[src/rtl/r88_pkg.sv]
// Shared definitions for the r88 fetch path: state encoding, register
// address select codes and opcode length decode.
package r88_pkg;

  typedef enum logic [1:0] {
    ST_IDLE   = 2'd0,
    ST_SETTLE = 2'd1,
    ST_REQ    = 2'd2,
    ST_DONE   = 2'd3
  } fetch_state_t;

  localparam logic [1:0] REGADDR_BC = 2'd0;
  localparam logic [1:0] REGADDR_DD = 2'd1;
  localparam logic [1:0] REGADDR_PC = 2'd2;
  localparam logic [1:0] REGADDR_SP = 2'd3;

  localparam logic [1:0] OPLEN_NONE = 2'd0;
  localparam logic [1:0] OPLEN_1B   = 2'd1;
  localparam logic [1:0] OPLEN_2B   = 2'd2;
  localparam logic [1:0] OPLEN_3B   = 2'd3;

  localparam int TIMER_W = 16;

  // A decoder length of zero still means the opcode byte itself.
  function automatic logic [1:0] eff_len(input logic [1:0] op_len);
    return (op_len == OPLEN_NONE) ? OPLEN_1B : op_len;
  endfunction

endpackage

[src/rtl/r88_fetch_timer.sv]
// Loadable down-counter with a zero flag; used for both the settle delay
// and the memory-wait timeout.
module r88_fetch_timer #(
  parameter int WIDTH = 16
) (
  input  logic             clk,
  input  logic             rst_n,
  input  logic             load,
  input  logic [WIDTH-1:0] load_val,
  input  logic             en,
  output logic             zero
);

  logic [WIDTH-1:0] count;

  // Load wins over counting; the counter parks at zero instead of wrapping.
  always_ff @(posedge clk or negedge rst_n) begin
    if (!rst_n) begin
      count <= '0;
    end else if (load) begin
      count <= load_val;
    end else if (en && (count != '0)) begin
      count <= count - WIDTH'(1);
    end
  end

  assign zero = (count == '0);

endmodule

[src/rtl/r88_fetch.sv]
// Instruction fetch sequencer: reads opcode and operand bytes at PC, pulses
// incPC per accepted byte and hands a complete instruction to execute.
module r88_fetch
  import r88_pkg::*;
#(
  parameter int SETTLE_CYCLES = 2,
  parameter int MEM_TIMEOUT   = 255
) (
  input  logic        sysClock,
  input  logic        sysResetN,
  input  logic        fetchEn,
  input  logic        flush,
  input  logic [15:0] regAddr,
  output logic [1:0]  regAddrSel,
  output logic        incPC,
  output logic [15:0] memAddr,
  output logic        memRd,
  input  logic        memReady,
  input  logic [7:0]  memData,
  input  logic [1:0]  opLen,
  output logic [7:0]  opcode,
  output logic [7:0]  operandLo,
  output logic [7:0]  operandHi,
  output logic [15:0] instPC,
  output logic        instValid,
  input  logic        instReady,
  output logic        busy,
  output logic        busErr
);

  localparam logic [TIMER_W-1:0] SETTLE_LOAD =
    (SETTLE_CYCLES > 0) ? TIMER_W'(SETTLE_CYCLES - 1) : '0;
  localparam logic [TIMER_W-1:0] TIMEOUT_LOAD =
    (MEM_TIMEOUT > 0) ? TIMER_W'(MEM_TIMEOUT - 1) : '0;
  localparam bit TIMEOUT_ON = (MEM_TIMEOUT > 0);

  fetch_state_t state;
  fetch_state_t next_state;

  logic [1:0] byte_idx;
  logic       decide;
  logic       capture;
  logic       timeout_hit;
  logic       len_done;
  logic       settle_load;
  logic       settle_zero;
  logic       req_entry;
  logic       wait_zero;

  // decide marks the cycle after a capture, so opLen reflects the new opcode.
  assign capture     = memRd && memReady && !flush;
  assign timeout_hit = TIMEOUT_ON && memRd && !memReady && wait_zero;
  assign len_done    = decide && ((byte_idx + 2'd1) == eff_len(opLen));
  assign settle_load = (next_state == ST_SETTLE) && (state != ST_SETTLE);
  assign req_entry   = (state == ST_SETTLE) && (next_state == ST_REQ);

  r88_fetch_timer #(.WIDTH(TIMER_W)) u_settle_timer (
    .clk      (sysClock),
    .rst_n    (sysResetN),
    .load     (settle_load),
    .load_val (SETTLE_LOAD),
    .en       (state == ST_SETTLE),
    .zero     (settle_zero)
  );

  r88_fetch_timer #(.WIDTH(TIMER_W)) u_wait_timer (
    .clk      (sysClock),
    .rst_n    (sysResetN),
    .load     (req_entry),
    .load_val (TIMEOUT_LOAD),
    .en       (memRd),
    .zero     (wait_zero)
  );

  always_ff @(posedge sysClock or negedge sysResetN) begin
    if (!sysResetN) begin
      state <= ST_IDLE;
    end else begin
      state <= next_state;
    end
  end

  always_comb begin
    next_state = state;
    if (flush) begin
      next_state = ST_IDLE;
    end else begin
      case (state)
        ST_IDLE:   if (fetchEn) next_state = ST_SETTLE;
        ST_SETTLE: if (settle_zero) next_state = ST_REQ;
        ST_REQ: begin
          if (decide) begin
            next_state = len_done ? ST_DONE : ST_SETTLE;
          end else if (timeout_hit) begin
            next_state = ST_IDLE;
          end
        end
        ST_DONE: begin
          if (instReady) next_state = fetchEn ? ST_SETTLE : ST_IDLE;
        end
        default:   next_state = ST_IDLE;
      endcase
    end
  end

  always_comb begin
    regAddrSel = REGADDR_PC;
    busy       = (state != ST_IDLE);
    instValid  = (state == ST_DONE);
    memRd      = (state == ST_REQ) && !decide;
  end

  // Byte bookkeeping and single-cycle pulses; flush and timeout discard progress.
  always_ff @(posedge sysClock or negedge sysResetN) begin
    if (!sysResetN) begin
      byte_idx <= 2'd0;
      decide   <= 1'b0;
      incPC    <= 1'b0;
      busErr   <= 1'b0;
      memAddr  <= 16'h0000;
    end else begin
      decide <= capture;
      incPC  <= capture;
      busErr <= timeout_hit && !flush;
      if (req_entry) begin
        memAddr <= regAddr;
      end
      if (flush || timeout_hit || (state == ST_IDLE) || (state == ST_DONE)) begin
        byte_idx <= 2'd0;
      end else if (decide && !len_done) begin
        byte_idx <= byte_idx + 2'd1;
      end
    end
  end

  always_ff @(posedge sysClock or negedge sysResetN) begin
    if (!sysResetN) begin
      opcode    <= 8'h00;
      operandLo <= 8'h00;
      operandHi <= 8'h00;
      instPC    <= 16'h0000;
    end else if (capture) begin
      case (byte_idx)
        2'd0: begin
          opcode    <= memData;
          operandLo <= 8'h00;
          operandHi <= 8'h00;
          instPC    <= memAddr;
        end
        2'd1:    operandLo <= memData;
        2'd2:    operandHi <= memData;
        default: operandHi <= operandHi;
      endcase
    end
  end

endmodule

[config.mk]
export PLATFORM = sky130hd
export DESIGN_NAME = r88_fetch
export DESIGN_NICKNAME = d
export VERILOG_FILES = /design/src/rtl/r88_pkg.sv /design/src/rtl/r88_fetch_timer.sv /design/src/rtl/r88_fetch.sv
export SDC_FILE = /design/constraint.sdc
export NUM_CORES = 1
export LEC_CHECK = 0
export CORE_ASPECT_RATIO = 1.4
export CORE_UTILIZATION = 45
export CTS_BUF_LIST = sky130_fd_sc_hd__clkbuf_8 sky130_fd_sc_hd__clkbuf_16
export DETAILED_ROUTE_END_ITERATION = 7
export GPL_TIMING_DRIVEN = 0
export PLACE_DENSITY = 0.75
export SLEW_MARGIN = 20
export SYNTH_ARGS = -nofsm -noshare
export SYNTH_HDL_FRONTEND = slang
export SYNTH_HIERARCHICAL = 1
export SYNTH_SLANG_ARGS = --single-unit
[constraint.sdc]
create_clock -name sysClock -period 3.36 [get_ports sysClock]
set_input_delay 0.504 -clock sysClock [delete_from_list [all_inputs] [get_ports sysClock]]
set_output_delay 0.504 -clock sysClock [all_outputs]
set_load 0.05 [all_outputs]
==> results_dict.tcl <==
set metrics [dict create \
    htree_levels 3 \
    syn_area_per_cell_sq_um 9.65 \
    r2r-end "u_settle_timer/count[12]" \
    port_buffers 92 \
    grt_usage_pct 21.7 \
    cap_violations 0 \
    first_global_vias 3937 \
    run_status "complete, no violations" \
    cts_tree "built" \
    wl_per_cell_um 14.8 \
    fp.dieW_um 89.0 \
    syn_to_final_growth_pct 34.1 \
    setup_violations 0 \
    grt_first_pass_wirelength_mm 18.6 \
    whs_endpoint "instPC[0]" \
    synth.yosys.seq_area_share_pct 49.4 \
    cts_buffer_depth 2 \
    die_y_um 124 \
    slew_viol_final 0 \
    rsz0062_at_grt "no" \
    num_vias 4123 \
    synth.area.top_cells "dfrtp_1 49%, nand2_1 9.2%, mux2_2 3.5%, nor2_1 2.4%, o21ai_0 1.8%" \
    route.detailed.drc 0 \
    grt.overflow.total 0 \
    fin_util_pct 61.8 \
    worst_pin_slew_ns 0.584 \
    rows 44 \
    synthCells 494 \
    layout-drive-gt1-share_pct 10.9 \
    critical_path_arrival_ns 3.20 \
    synth-edff-count 0 \
    p_leak_uw 0.00276 \
    route.met3.wl_um 549 \
    yosys_warnings 6 \
    core_area_sq_mm 0.0103 \
    ant_nets 0 \
    ys_types 55 \
    yosysTopAreaCellShare_pct 49.4 \
    grt_max_degree 76 \
    hold_violations 0 \
    synthesis.area_sq_mm 0.00477 \
    synthFlopType "dfrtp_1" \
    period_needed_ns 2.99 \
    cp.required_ns 3.57 \
    fin_area_sq_mm 0.00639 \
    r2r_cells 13 \
    period_share_pct 88.9 \
    drt-met1-wl_mm 4.65 \
    nets 667 \
    dpl.hpwl_mm 8.30 \
    async_reset_ff_share_pct 100 \
    top_layer_used "met4" \
    firstDrtPassIters 5 \
    irDropWorstVdd_v 0.000343 \
    place_congestion 0.895 \
    hold_class "flip-flop to flip-flop" \
    start_util_pct 46.0 \
    ctsRootBufferMaster "clkbuf_16" \
    die_area_sq_mm 0.0110 \
    drt_wl_total_mm 11.4 \
    cts.sinks 94 \
    routed_via_density 5.34 \
    fin_worst_skew_ns 0.00562 \
    path_class "flip-flop to flip-flop" \
    power_uw 2760 \
    p_per_area_mw_per_mm2 432 \
    whs_path_depth 2 \
    tns_ns 0 \
    drt-initial-drc-count 232 \
    yosysTopAreaCell "dfrtp_1" \
    cp_max_fo 10 \
    fillers 859 \
    ys_seq_elements 94 \
    max_freq_mhz 335 \
    r2r-start "u_wait_timer/count[0]" \
    synth_common_cells "117 x nand2_1, 94 x dfrtp_1, 30 x nor2_1, 17 x o21ai_0, 16 x a21oi_1" \
    antenna_cells 0 \
    synth.most_common_cell "nand2_1" \
    cts_buffers 9 \
    num_io_pins 95 \
    clock_latency_ns 0.34 \
    r2r_setup_slack_ns 0.37 \
    clk_pin_slew_ns 0.07 \
    startpoint_type "flip-flop" \
    dr_wl_met2_mm 6.02 \
    placement.cell_area_sq_mm 0.00601 \
    grt_antenna_before_repair 0 \
    relSlewSlack_pct 60.8 \
    hp-start "instPC[0]" \
    cp-end-kind "flip-flop" \
]
layout by cell type, fill, tap and decap left out, drive strengths merged, types with 3 or more instances in the layout:
cell           netlist  layout
nor4b                5       5
a21oi               16      16
or4                 10      10
buf                 14      16
nand4                6       6
clkbuf              10      18
inv                 12      14
o41ai                6       6
nor2                31      31
a31oi               13      13
o21ai               31      31
and2                 9       9
o31ai                6       6
nor4                 9       9
nor3                11      11
ha                   5       5
nand3                5       5
nor2b               10      10
conb                 2      34
a22o                 8       8
or3                  6       6
clkdlybuf4s50        0      91
mux2i                4       4
mux2                19      19
or4b                 4       4
nand2              117     117
xnor2                3       3
dfrtp               94      94
nand4b               6       6
area by class of cell:
cell class	instances	area, sq um	share of cell area [%]
multi-input combinational	396	2390	37.4
sequential	94	2350	36.8
timing repair buffer	94	960	15.0
clock buffer	9	225	3.52
tap	138	173	2.70
buffer	23	154	2.41
clock inverter	6	95.1	1.49
inverter	12	45.0	0.705
power breakdown:
part | total (uW) | internal (uW) | switching [uW]
Sequential | 1300 | 1200 | 101
Combinational | 361 | 165 | 196
Clock | 1100 | 656 | 442
worst max-delay path by stage:
stage,start,to,slack (ns)
floorplan,decide,u_wait_timer/count[11],0.43
global placement,sysResetN,instPC[1],-1.71
detailed placement,u_wait_timer/count[0],u_settle_timer/count[12],-0.37
CTS,u_wait_timer/count[0],u_settle_timer/count[12],0.04
global route,u_settle_timer/count[0],u_settle_timer/count[12],0.02
finish,u_wait_timer/count[0],u_settle_timer/count[12],0.37
worst max-delay path, stage by stage, from the launching register on:
cell and delay (ns):
dfrtp_1 0.39, inv_1 0.10, ha_1 0.22, nor4b_4 0.32, nand4_1 0.33, inv_1 0.14
nor3b_2 0.24, o31ai_1 0.13, nor3b_1 0.18, clkbuf_2 0.25, inv_1 0.15, clkbuf_2 0.23
nor2_1 0.13, a31oi_1 0.05
flip-flops by register name, summed over array words and instances (netlist names):
signal,count
operandHi,8
instPC,16
decide,1
state,2
u_settle_timer/count,16
memAddr,16
busErr,1
opcode,8
byte_idx,2
operandLo,8
u_wait_timer/count,16
routing by layer:
layer | GRT usage [%] | vias to the layer above
met5 | 0 | -
met4 | 7.54 | 0
met3 | 4.17 | 19
met2 | 39.1 | 117
met1 | 25.5 | 1998
li1 | - | 1989
through the flow:
step	instances	hold WS [ns]	setup WS, ns
6_report	772	0.474	0.373
5_1_grt	772	0.491	0.0168
4_1_cts	772	0.478	0.0381
3_5_place_dp	757	0.363	-0.371
3_3_place_gp	756	0.459	-1.71
2_1_floorplan	526	0.208	0.427
logic make-up after synthesis:
family	synth area share [%]
simple gates	26.4
flops	49.4
compound gates	12.5
buf+inv	4.20
mux	5.33
fa+ha+maj	1.31
xor+xnor	0.735
other cells	0.158
what timing repair did:
item	in CTS	in global routing
gates resized for setup	4	7
setup buffers	0	0
setup endpoints to repair	24	10
hold buffers	1	0
hold endpoints to repair	11	0
No activity file was read; power rests on OpenSTA's default activity.
